$ cat config.mk
export PLATFORM = sky130hd
export DESIGN_NAME = alu
export DESIGN_NICKNAME = d
export VERILOG_FILES = /design/src/rtl/alu.sv
export SDC_FILE = /design/constraint.sdc
export NUM_CORES = 1
export LEC_CHECK = 0
export CORE_MARGIN = 3
export CORE_UTILIZATION = 50
export CTS_BUF_LIST = sky130_fd_sc_hd__clkbuf_4
export CTS_CLUSTER_DIAMETER = 50
export DETAILED_ROUTE_END_ITERATION = 6
export GPL_ROUTABILITY_DRIVEN = 1
export GPL_TIMING_DRIVEN = 0
export HOLD_SLACK_MARGIN = 0.1
export PLACE_DENSITY = 0.73
export SLEW_MARGIN = 30
export SYNTH_ARGS = -nofsm -noshare
export SYNTH_HDL_FRONTEND = slang
export SYNTH_SLANG_ARGS = --single-unit
$ cat constraint.sdc
create_clock -name clk -period 4 [get_ports clk]
set_clock_uncertainty 0.2 [all_clocks]
set_input_delay 0.8 -clock clk [delete_from_list [all_inputs] [get_ports clk]]
set_output_delay 0.8 -clock clk [all_outputs]
set_load 0.01 [all_outputs]
$ cat src/rtl/alu.sv
`default_nettype none
// ============================================================================
// Module   : alu
// Purpose  : 8-bit ALU for the 8085-style core. Combinational datapath with
//            the result, carry/borrow and flags registered one cycle later.
// Revision : 1.0 - initial release
// ============================================================================
module alu (
  input  logic       clk,
  input  logic       rst,
  input  logic [4:0] opcode,
  input  logic [7:0] operand_A,
  input  logic [7:0] operand_B,
  input  logic       enable,
  input  logic       input_ready,
  input  logic       carry_in,
  input  logic       borrow_in,
  output logic [7:0] result_out,
  output logic       carry_out,
  output logic       borrow_out,
  output logic       result_ready,
  output logic       zero,
  output logic       negative,
  output logic       overflow
);

  localparam logic [4:0] c_OP_ADD  = 5'd0;
  localparam logic [4:0] c_OP_ADDC = 5'd1;
  localparam logic [4:0] c_OP_SUB  = 5'd2;
  localparam logic [4:0] c_OP_SUBB = 5'd3;
  localparam logic [4:0] c_OP_INR  = 5'd5;
  localparam logic [4:0] c_OP_DCR  = 5'd6;
  localparam logic [4:0] c_OP_AND  = 5'd8;
  localparam logic [4:0] c_OP_OR   = 5'd9;
  localparam logic [4:0] c_OP_XOR  = 5'd10;
  localparam logic [4:0] c_OP_CMA  = 5'd11;
  localparam logic [4:0] c_OP_RLC  = 5'd16;
  localparam logic [4:0] c_OP_RRC  = 5'd17;
  localparam logic [4:0] c_OP_RAL  = 5'd18;
  localparam logic [4:0] c_OP_RAR  = 5'd19;

  logic [8:0] w_add;
  logic [8:0] w_addc;
  logic [8:0] w_b_plus_borrow;
  logic [7:0] w_res;
  logic       w_carry;
  logic       w_borrow;
  logic       w_overflow;
  logic       w_accept;

  logic [7:0] r_result;
  logic       r_carry;
  logic       r_borrow;
  logic       r_ready;
  logic       r_zero;
  logic       r_negative;
  logic       r_overflow;

  assign w_add           = {1'b0, operand_A} + {1'b0, operand_B};
  assign w_addc          = w_add + {8'd0, carry_in};
  assign w_b_plus_borrow = {1'b0, operand_B} + {8'd0, borrow_in};
  assign w_accept        = enable && input_ready;

  always_comb begin
    w_res      = operand_A;
    w_carry    = carry_in;
    w_borrow   = borrow_in;
    w_overflow = 1'b0;
    case (opcode)
      c_OP_ADD: begin
        w_res      = w_add[7:0];
        w_carry    = w_add[8];
        w_borrow   = 1'b0;
        w_overflow = (operand_A[7] == operand_B[7]) && (w_add[7] != operand_A[7]);
      end
      c_OP_ADDC: begin
        w_res      = w_addc[7:0];
        w_carry    = w_addc[8];
        w_borrow   = 1'b0;
        w_overflow = (operand_A[7] == operand_B[7]) && (w_addc[7] != operand_A[7]);
      end
      c_OP_SUB: begin
        w_res      = operand_A - operand_B;
        w_carry    = 1'b0;
        w_borrow   = operand_A < operand_B;
        w_overflow = (operand_A[7] != operand_B[7]) && (w_res[7] != operand_A[7]);
      end
      c_OP_SUBB: begin
        w_res      = operand_A - operand_B - {7'd0, borrow_in};
        w_carry    = 1'b0;
        // 9-bit compare so B=0xFF with borrow_in set still borrows
        w_borrow   = {1'b0, operand_A} < w_b_plus_borrow;
        w_overflow = (operand_A[7] != operand_B[7]) && (w_res[7] != operand_A[7]);
      end
      c_OP_INR: begin
        w_res      = operand_A + 8'd1;
        w_overflow = !operand_A[7] && w_res[7];
      end
      c_OP_DCR: begin
        w_res      = operand_A - 8'd1;
        w_overflow = operand_A[7] && !w_res[7];
      end
      c_OP_AND: begin
        w_res    = operand_A & operand_B;
        w_carry  = 1'b0;
        w_borrow = 1'b0;
      end
      c_OP_OR: begin
        w_res    = operand_A | operand_B;
        w_carry  = 1'b0;
        w_borrow = 1'b0;
      end
      c_OP_XOR: begin
        w_res    = operand_A ^ operand_B;
        w_carry  = 1'b0;
        w_borrow = 1'b0;
      end
      c_OP_CMA: begin
        w_res = ~operand_A;
      end
      c_OP_RLC: begin
        w_res   = {operand_A[6:0], operand_A[7]};
        w_carry = operand_A[7];
      end
      c_OP_RRC: begin
        w_res   = {operand_A[0], operand_A[7:1]};
        w_carry = operand_A[0];
      end
      c_OP_RAL: begin
        w_res   = {operand_A[6:0], carry_in};
        w_carry = operand_A[7];
      end
      c_OP_RAR: begin
        w_res   = {carry_in, operand_A[7:1]};
        w_carry = operand_A[0];
      end
      default: begin
        w_res = operand_A;
      end
    endcase
  end

  // Outputs other than the ready pulse hold until the next accepted strobe.
  always_ff @(posedge clk) begin
    if (rst) begin
      r_result   <= 8'd0;
      r_carry    <= 1'b0;
      r_borrow   <= 1'b0;
      r_ready    <= 1'b0;
      r_zero     <= 1'b0;
      r_negative <= 1'b0;
      r_overflow <= 1'b0;
    end else if (w_accept) begin
      r_result   <= w_res;
      r_carry    <= w_carry;
      r_borrow   <= w_borrow;
      r_ready    <= 1'b1;
      r_zero     <= (w_res == 8'd0);
      r_negative <= w_res[7];
      r_overflow <= w_overflow;
    end else begin
      r_ready    <= 1'b0;
    end
  end

  assign result_out   = r_result;
  assign carry_out    = r_carry;
  assign borrow_out   = r_borrow;
  assign result_ready = r_ready;
  assign zero         = r_zero;
  assign negative     = r_negative;
  assign overflow     = r_overflow;

endmodule
`default_nettype wire

; ---- Word-level counts from Yosys, hierarchy flattened
; Index checks and enable logic that the tools add are counted.
[classes]
add_sub_neg = 7
magnitude_cmp = 2
eq_ne = 19
mux = 5
bitwise = 4
n_reduce_logical = 15
[op_table]
columns = cell, count
row1 = 8-bit one-hot mux with 14 select lines, 1
row2 = 5-bit by 4-bit equality test with 1-bit output (second input constant), 4
row3 = 5-bit equality test (second input constant), 4
row4 = 5-bit by 2-bit equality test with 1-bit output (second input constant), 2
row5 = 5-bit by 3-bit equality test with 1-bit output (second input constant), 2
row6 = 5-bit OR reduction, 2
row7 = 8-bit by 1-bit adder with 9-bit output, 1
row8 = 8-bit by 8-bit adder with 9-bit output, 1
row9 = 9-bit by 1-bit adder with 9-bit output, 1
row10 = 8-bit by 9-bit < comparator with 1-bit output, 1
row11 = 8-bit by 1-bit adder with 8-bit output (second input constant), 1
row12 = 8-bit AND, 1
row13 = 8-bit zero test, 1
row14 = 8-bit < comparator, 1
row15 = 8-bit NOT, 1
row16 = 8-bit OR, 1
row17 = 8-bit by 1-bit subtractor with 8-bit output, 1
row18 = 8-bit by 1-bit subtractor with 8-bit output (second input constant), 1
row19 = 8-bit subtractor, 1
row20 = 8-bit bitwise XOR, 1
row21 = 1-bit logical AND, 7
row22 = 1-bit one-hot mux with 6 select lines, 1
row23 = 5-bit by 1-bit equality test with 1-bit output (second input constant), 1
row24 = 5-bit zero test, 1
row25 = 7 further kinds, 13
[totals]
ff_bits = 14
input_bits = 27
out_inout_bits = 14
elab_cells = 59

; ---- Longest topological paths before layout
; Gate-level depths: netlist of run 1.
[logic_depth]
word_depth = 5
ltp_mapped = 13
depth_no_buf = 12

; ---- Least setup slack after synthesis of run 1
; OpenSTA, ideal clock, no wires.
[synth_path]
path_kind = in2reg
startpoint = in operand_A[0]
endpoint = reg r_zero, in the netlist zero
setup_time_ns = 0.084
t_arrival_ns = 3.531
required_ns = 3.716
slack_ns = 0.185
cell_stages = 12
path_buffers = 1
cell_sequence = clkbuf_1 inv_1 ha_1 fa_1 or2_2 a2111oi_2 a211o_1 nand4_2 xor2_1 a221oi_2 o22ai_1 o31ai_2
[synth_via]
elab_chain_cells = 4
elab_cells_between_ends = 12
cone_classes = 6 x add/sub / 1 x mux / 4 x bitwise / 1 x reduce/logical
[synth_rtl]
columns = item, line_no
row1 = "start, declared", 12  ; input logic [7:0] operand_A,
row2 = 8-bit by 8-bit adder with 9-bit output / 8-bit subtractor (equally long branches), "59, 83, 89"
row3 = 9-bit by 1-bit adder with 9-bit output / 8-bit by 1-bit subtractor with 8-bit output (equally long branches), "60, 89"
row4 = 8-bit one-hot mux with 14 select lines (*), 69  ; case (opcode)
row5 = 8-bit zero test (*), 158  ; r_zero <= (w_res == 8'd0);
row6 = "end signal, assigned", 158
row7 = "end, declared", 55  ; logic r_zero;
; Mark *: on every way between the ends. The rest lies on a longest branch, timed or not.
; A chain may end at the register's enable or synchronous reset.

; ---- Worst setup path after layout of run 1
[layout_path]
startpoint = in operand_B[0]
endpoint = reg r_zero, in the netlist zero
[layout_via]
elab_chain_cells = 4
elab_cells_between_ends = 9
cone_classes = 4 x add/sub / 1 x mux / 3 x bitwise / 1 x reduce/logical
[layout_rtl]
columns = item, line_no
row1 = "start, declared", 13  ; input logic [7:0] operand_B,
row2 = 8-bit by 8-bit adder with 9-bit output / 8-bit subtractor (equally long branches), "59, 83, 89"
row3 = 9-bit by 1-bit adder with 9-bit output / 8-bit by 1-bit subtractor with 8-bit output (equally long branches), "60, 89"
row4 = 8-bit one-hot mux with 14 select lines (*), 69
row5 = 8-bit zero test (*), 158
; Marks and branches as above.

==> impl_metrics.yaml, run 1 <==
place:
  pre_cts_slack_ns: -0.9863
  gp_congestion: 0.9545
  dp_hpwl_um: 9179
  place_area_um2: 3881
  port_buffers: 37
grt:
  grt-ovfl-total: 0
  grt_pass1_wl_um: 18370
  grt_pass1_vias: 3517
  grt_start_max_net_pins: 14
  antenna_found_initial: 0
  grt_util_all_layers_pct: 29.79
power_and_ir_drop:
  p_leak_nw: 1.627
  vdd_drop_max_mv: 0.09752
  power_density_nw_per_um2: 184.4
  total_power_w: 0.0007417
timing:
  finalCriticalPeriod_ns: 3.890
  tns_ns: 0
  worst_slew_pin_slew_ns: 0.7277
  grt_setup_unrepaired: "false"
  slew_headroom_pct: 50.23
  worst_slack_ns: 0.1102
  slew_violations: 0
  final-hold-violation-count: 0
  setup_violations: 0
  fmax_ghz: 0.2571
  period_share_pct: 97.25
clocking:
  holdBufCountCts: 0
  cts_buffer_depth: 2
  path_clk_slew_ns: 0.07
  insertion_delay_ns: 0.27
  cts.sinks: 13
  cts.htree.levels: 1
  cts_tree: "built"
  cts_root_buffer: "clkbuf_4"
  cts_buffers: 3
setup_path:
  r2r_slack_ns: 2.97
  worstSetupStartpoint: "operand_B[0]"
  critPathKind: "input port to flip-flop"
  crit_path_end_kind: "flip-flop"
  r2r-start: "borrow_out"
  start_kind: "input port"
  arrival_ns: 3.88
  cp_max_fo: 5
  crit_required_ns: 3.99
synth:
  synth-xor-area-share_pct: 7.695
  synth_most_common_cell: "nor2_1"
  ys_warn_count: 0
  yosys-top-cells-area: "ha_1 15%, dfxtp_1 7.6%, xnor2_1 5.6%"
  synth_commonest_cells: "44 x nor2_1, 41 x ha_1, 34 x nand2_1"
  synth_cell_types: 79
  netlist_area_um2: 3415
  synth_seq_cells: 13
  synthSimpleGateAreaFrac_pct: 26.97
  synth_compound_area_share_pct: 31.26
  async_flop_share_pct: 0
  ys_seq_area_share_pct: 7.622
  synth-main-ff-cell: "dfxtp_1"
  synth_area_per_cell_um2: 7.296
  synth_top_area_share_pct: 15.02
  synth_edf_count: 0
  synth_mux_area_share_pct: 2.345
  synth.net_count: 538
  synth_top_family_by_area: "compound AO/OA/AOI/OAI gates"
  synthAdderAreaFrac_pct: 16.20
  yosysTopAreaCell: "ha_1"
  synth_cells: 468
detailed_routing:
  ant_nets: 0
  vias: 3917
  drt_iter0_drc: 515
  routedWlPerCell_um: 19.90
  routed_wl_um: 11660
  dr.pass1.iters: 6
  route.detailed.drc: 0
  avgViaCountPerCell: 6.684
hold_path:
  worstHoldPathType: "flip-flop to flip-flop"
  min_from: "result_out[6]"
final_layout:
  final_nets: 580
  utilization_pct: 61.93
  drive_above_1_share_pct: 12.97
  fin_area_um2: 4023
  area_growth_pct: 17.81
  diodes: 0
floorplanning:
  dieArea_um2: 7857
  die-width_um: 88.64
  rows: 29
  coreArea_um2: 6495
  ios: 41
  die_h_um: 88.64
  start_util_pct: 52.57
run_status:
  outcome: "complete, no violations"
job:
  max_cap_violations: 0
worst paths after layout:
check / to / cells past startpoint
max: zero / 12
min: result_out[6] / 2
min reg2reg: result_out[6] / 2
max reg2reg: borrow_out / 2
flip-flops by register name, indices dropped and copies added, names as in the netlist:
register      flops
zero              1
result_out        8
borrow_out        1
overflow          1
carry_out         1
result_ready      1
metrics by stage:
stage	hold slack (ns)	cells
2_1_floorplan	0.2805	468
3_3_place_gp	0.2438	582
3_5_place_dp	0.2554	582
4_1_cts	0.2661	587
5_1_grt	0.3002	586
6_report	0.2626	586
repair_timing:
item	4_1_cts	5_1_grt
setup buffers	2	0
endpoints found under the setup margin	11	8
resized for setup	16	27
pin swaps	3	4
report_power, final:
group          internal [W]  leakage [nW]  switching [W]  total [W]
combinational      0.000213          1.50       0.000298   0.000510
sequential         0.000137         0.107     0.00000403   0.000141
clock             0.0000455        0.0184      0.0000447  0.0000901
total              0.000395          1.63       0.000346   0.000742
critical path: stages:
cell	delay [ns]
clkdlybuf4s50_1	0.47
ha_1	0.29
fa_1	0.38
buf_2	0.19
a211oi_4	0.26
o21ai_0	0.18
and2_1	0.23
a22o_1	0.25
o32a_1	0.33
nor2_1	0.18
nand4_1	0.12
o31ai_2	0.18
placed cells by master (no fill, tap or decap), drive strengths merged, types with 9 or more instances in the layout:
master and instances:
clkdlybuf4s50 31, clkbuf 16, nand3 21, and2 9, xnor2 22, o21ai 17
nor3 18, inv 29, nand2 34, a211oi 9, buf 21, ha 41
nor2 45, a21oi 21, dfxtp 13
routing by layer:
layer | up-vias | track usage (%) | share of wire [%]
met5 | - | 0 | 0
met4 | 0 | 10.99 | 3.4
met3 | 35 | 4.283 | 8.8
met2 | 223 | 46.02 | 45
met1 | 1834 | 41.76 | 43
li1 | 1825 | - | -
area by class of cell:
| type | instances | area (µm²) |
|---|---|---|
| sequential | 13 | 260.3 |
| tap | 77 | 96.34 |
| inverter | 29 | 108.9 |
| fill | 619 | 2472 |
| buffer | 29 | 183.9 |
| multi-input combinational | 395 | 2965 |
| timing repair buffer | 39 | 377.9 |
| clock buffer | 4 | 30.03 |
cells by family after synthesis:
family	Yosys count
mux	8
fa+ha+maj	43
flops	13
xor+xnor	30
buf+inv	60
simple gates	175
compound gates	139
Note: power is estimated with default switching activity, not from simulation.
==> run 2: changes to the inputs <==
Settings changed: PLACE_DENSITY 0.73 to not set, PLACE_DENSITY_LB_ADDON set to 0.08, REMOVE_ABC_BUFFERS set to 1.
==> run 2 against run 1 <==
Count of clock-buffer cells in the layout stayed put. Maximum frequency is essentially flat. Sequential power about the same. Final area decreased by 4.4%. Utilization decreased by 2.7 points. Worst hold slack about the same. Register-to-register slack better by 0.02 ns. Combinational power decreased by 5.1%. First-iteration DRC count fell by 35%.
==> impl_metrics.yaml, run 2 (synthesis results as in run 1) <==
setup_path:
  crit_required_ns: 3.97
  arrival_ns: 3.86
  cp_max_fo: 11
  start_kind: "input port"
  crit_path_end_kind: "flip-flop"
  critPathKind: "input port to flip-flop"
final_layout:
  final_cell_mix: "44 x nor2_1, 38 x ha_1, 34 x nand2_1"
  fillers: 629
  area_growth_pct: 12.68
  utilization_pct: 59.24
  final_nets: 553
  final_common_cell: "nor2_1"
  diodes: 0
  multiInputGateArea_um2: 2957
  largest_register_ffs: 8
  fin_area_um2: 3847
  regArea_um2: 260.3
  drive_above_1_share_pct: 9.544
clocking:
  cts_tree: "built"
  cts.htree.levels: 1
  holdBufCountCts: 0
  cts_root_buffer: "clkbuf_4"
  cts_buffer_depth: 2
  cts_buffers: 3
  cts.sinks: 13
  path_clk_slew_ns: 0.08
  insertion_delay_ns: 0.27
detailed_routing:
  dr.pass1.iters: 5
  ant_nets: 0
  routed_wl_um: 11110
  route.detailed.drc: 0
  routedWlPerCell_um: 19.87
  avgViaCountPerCell: 6.664
  drt_iter0_drc: 335
  vias: 3725
power_and_ir_drop:
  p_leak_nw: 1.508
  p_int_w: 0.0003807
  power.switching_fraction_pct: 46.73
  pwr-share-seq_pct: 19.7
  p_comb_share_pct: 67.8
  vdd_drop_max_mv: 0.1249
  power_density_nw_per_um2: 185.8
  clock_power_share_pct: 12.5
  p_switching_w: 0.0003339
grt:
  grt_util_all_layers_pct: 28.66
  grt_pass1_wl_um: 17750
  grt-ovfl-total: 0
  grt_pass1_vias: 3400
  antenna_found_initial: 0
  grt_start_max_net_pins: 26
floorplanning:
  rows: 29
  ios: 41
  start_util_pct: 52.57
  die_h_um: 88.64
  dieArea_um2: 7857
  die-width_um: 88.64
  coreArea_um2: 6495
timing:
  worst_slack_ns: 0.1119
  setup_violations: 0
  slew_violations: 0
  worst_slew_pin_slew_ns: 0.7353
  final-hold-violation-count: 0
  fmax_ghz: 0.2572
  slew_headroom_pct: 49.71
  period_share_pct: 97.20
  grt_setup_unrepaired: "false"
  finalCriticalPeriod_ns: 3.888
job:
  max_cap_violations: 0
place:
  pre_cts_slack_ns: -0.8515
  port_buffers: 40
  dp_hpwl_um: 8684
  place_area_um2: 3750
  gp_congestion: 0.9670
run_status:
  outcome: "complete, no violations"
hold_path:
  worstHoldPathType: "flip-flop to flip-flop"
[run 2: final timing paths]
kind | to | cells after the start | slack, ns | start
min reg2reg | result_out[2] | 2 | 0.26 | result_out[2]
max | borrow_out | 11 | 0.11 | operand_B[3]
min | result_out[2] | 2 | 0.26 | result_out[2]
max reg2reg | borrow_out | 2 | 2.99 | borrow_out
[run 2: routing by layer]
metal,vias up,wire [µm],track usage (%)
met5,-,0,0
met4,0,396,7.418
met3,28,819,3.073
met2,189,4897,44.53
met1,1742,4996,41.79
li1,1766,-,-
[run 2: power groups by stage]
stage	combinational [W]	sequential, W	clock, W
detailed placement	0.000458	0.000144	0
finish	0.000484	0.000141	0.0000895
CTS	0.000463	0.000141	0.0000910
global route	0.000524	0.000142	0.0000973
global placement	0.000453	0.000144	0
floorplan	0.000294	0.000148	0
[run 2: worst max-delay path, stage by stage]
cell and delay [ns]:
clkdlybuf4s50_1 0.52, inv_1 0.11, ha_1 0.57, and2b_1 0.27, a211o_1 0.17, a21oi_1 0.07
or2_2 0.29, a21oi_1 0.28, nor2_1 0.11, o311a_1 0.29, a2111oi_0 0.36
[run 2: what timing repair did]
item / CTS / global route
pin swaps: 0 / 2
setup buffers: 0 / 1
endpoints found under the setup margin: 11 / 8
gates resized for setup: 17 / 17
[run 2: cell type report]
type | instances | area share [%]
Clock buffer | 4 | 0.7805
Inverter | 29 | 2.829
Multi-Input combinational cell | 395 | 76.85
Sequential cell | 13 | 6.764
Tap cell | 77 | 2.504
Timing Repair Buffer | 41 | 10.28
[run 2: stage by stage]
step	instances	hold slack [ns]	setup TNS, ns	power [W]
after global routing	559	0.2828	0	0.0007630
after global placement	554	0.2442	-5.577	0.0005971
after detailed placement	554	0.2487	-5.872	0.0006024
after floorplan	437	0.2745	0	0.0004424
after CTS	558	0.2604	0	0.0006951
final	559	0.2623	0	0.0007147
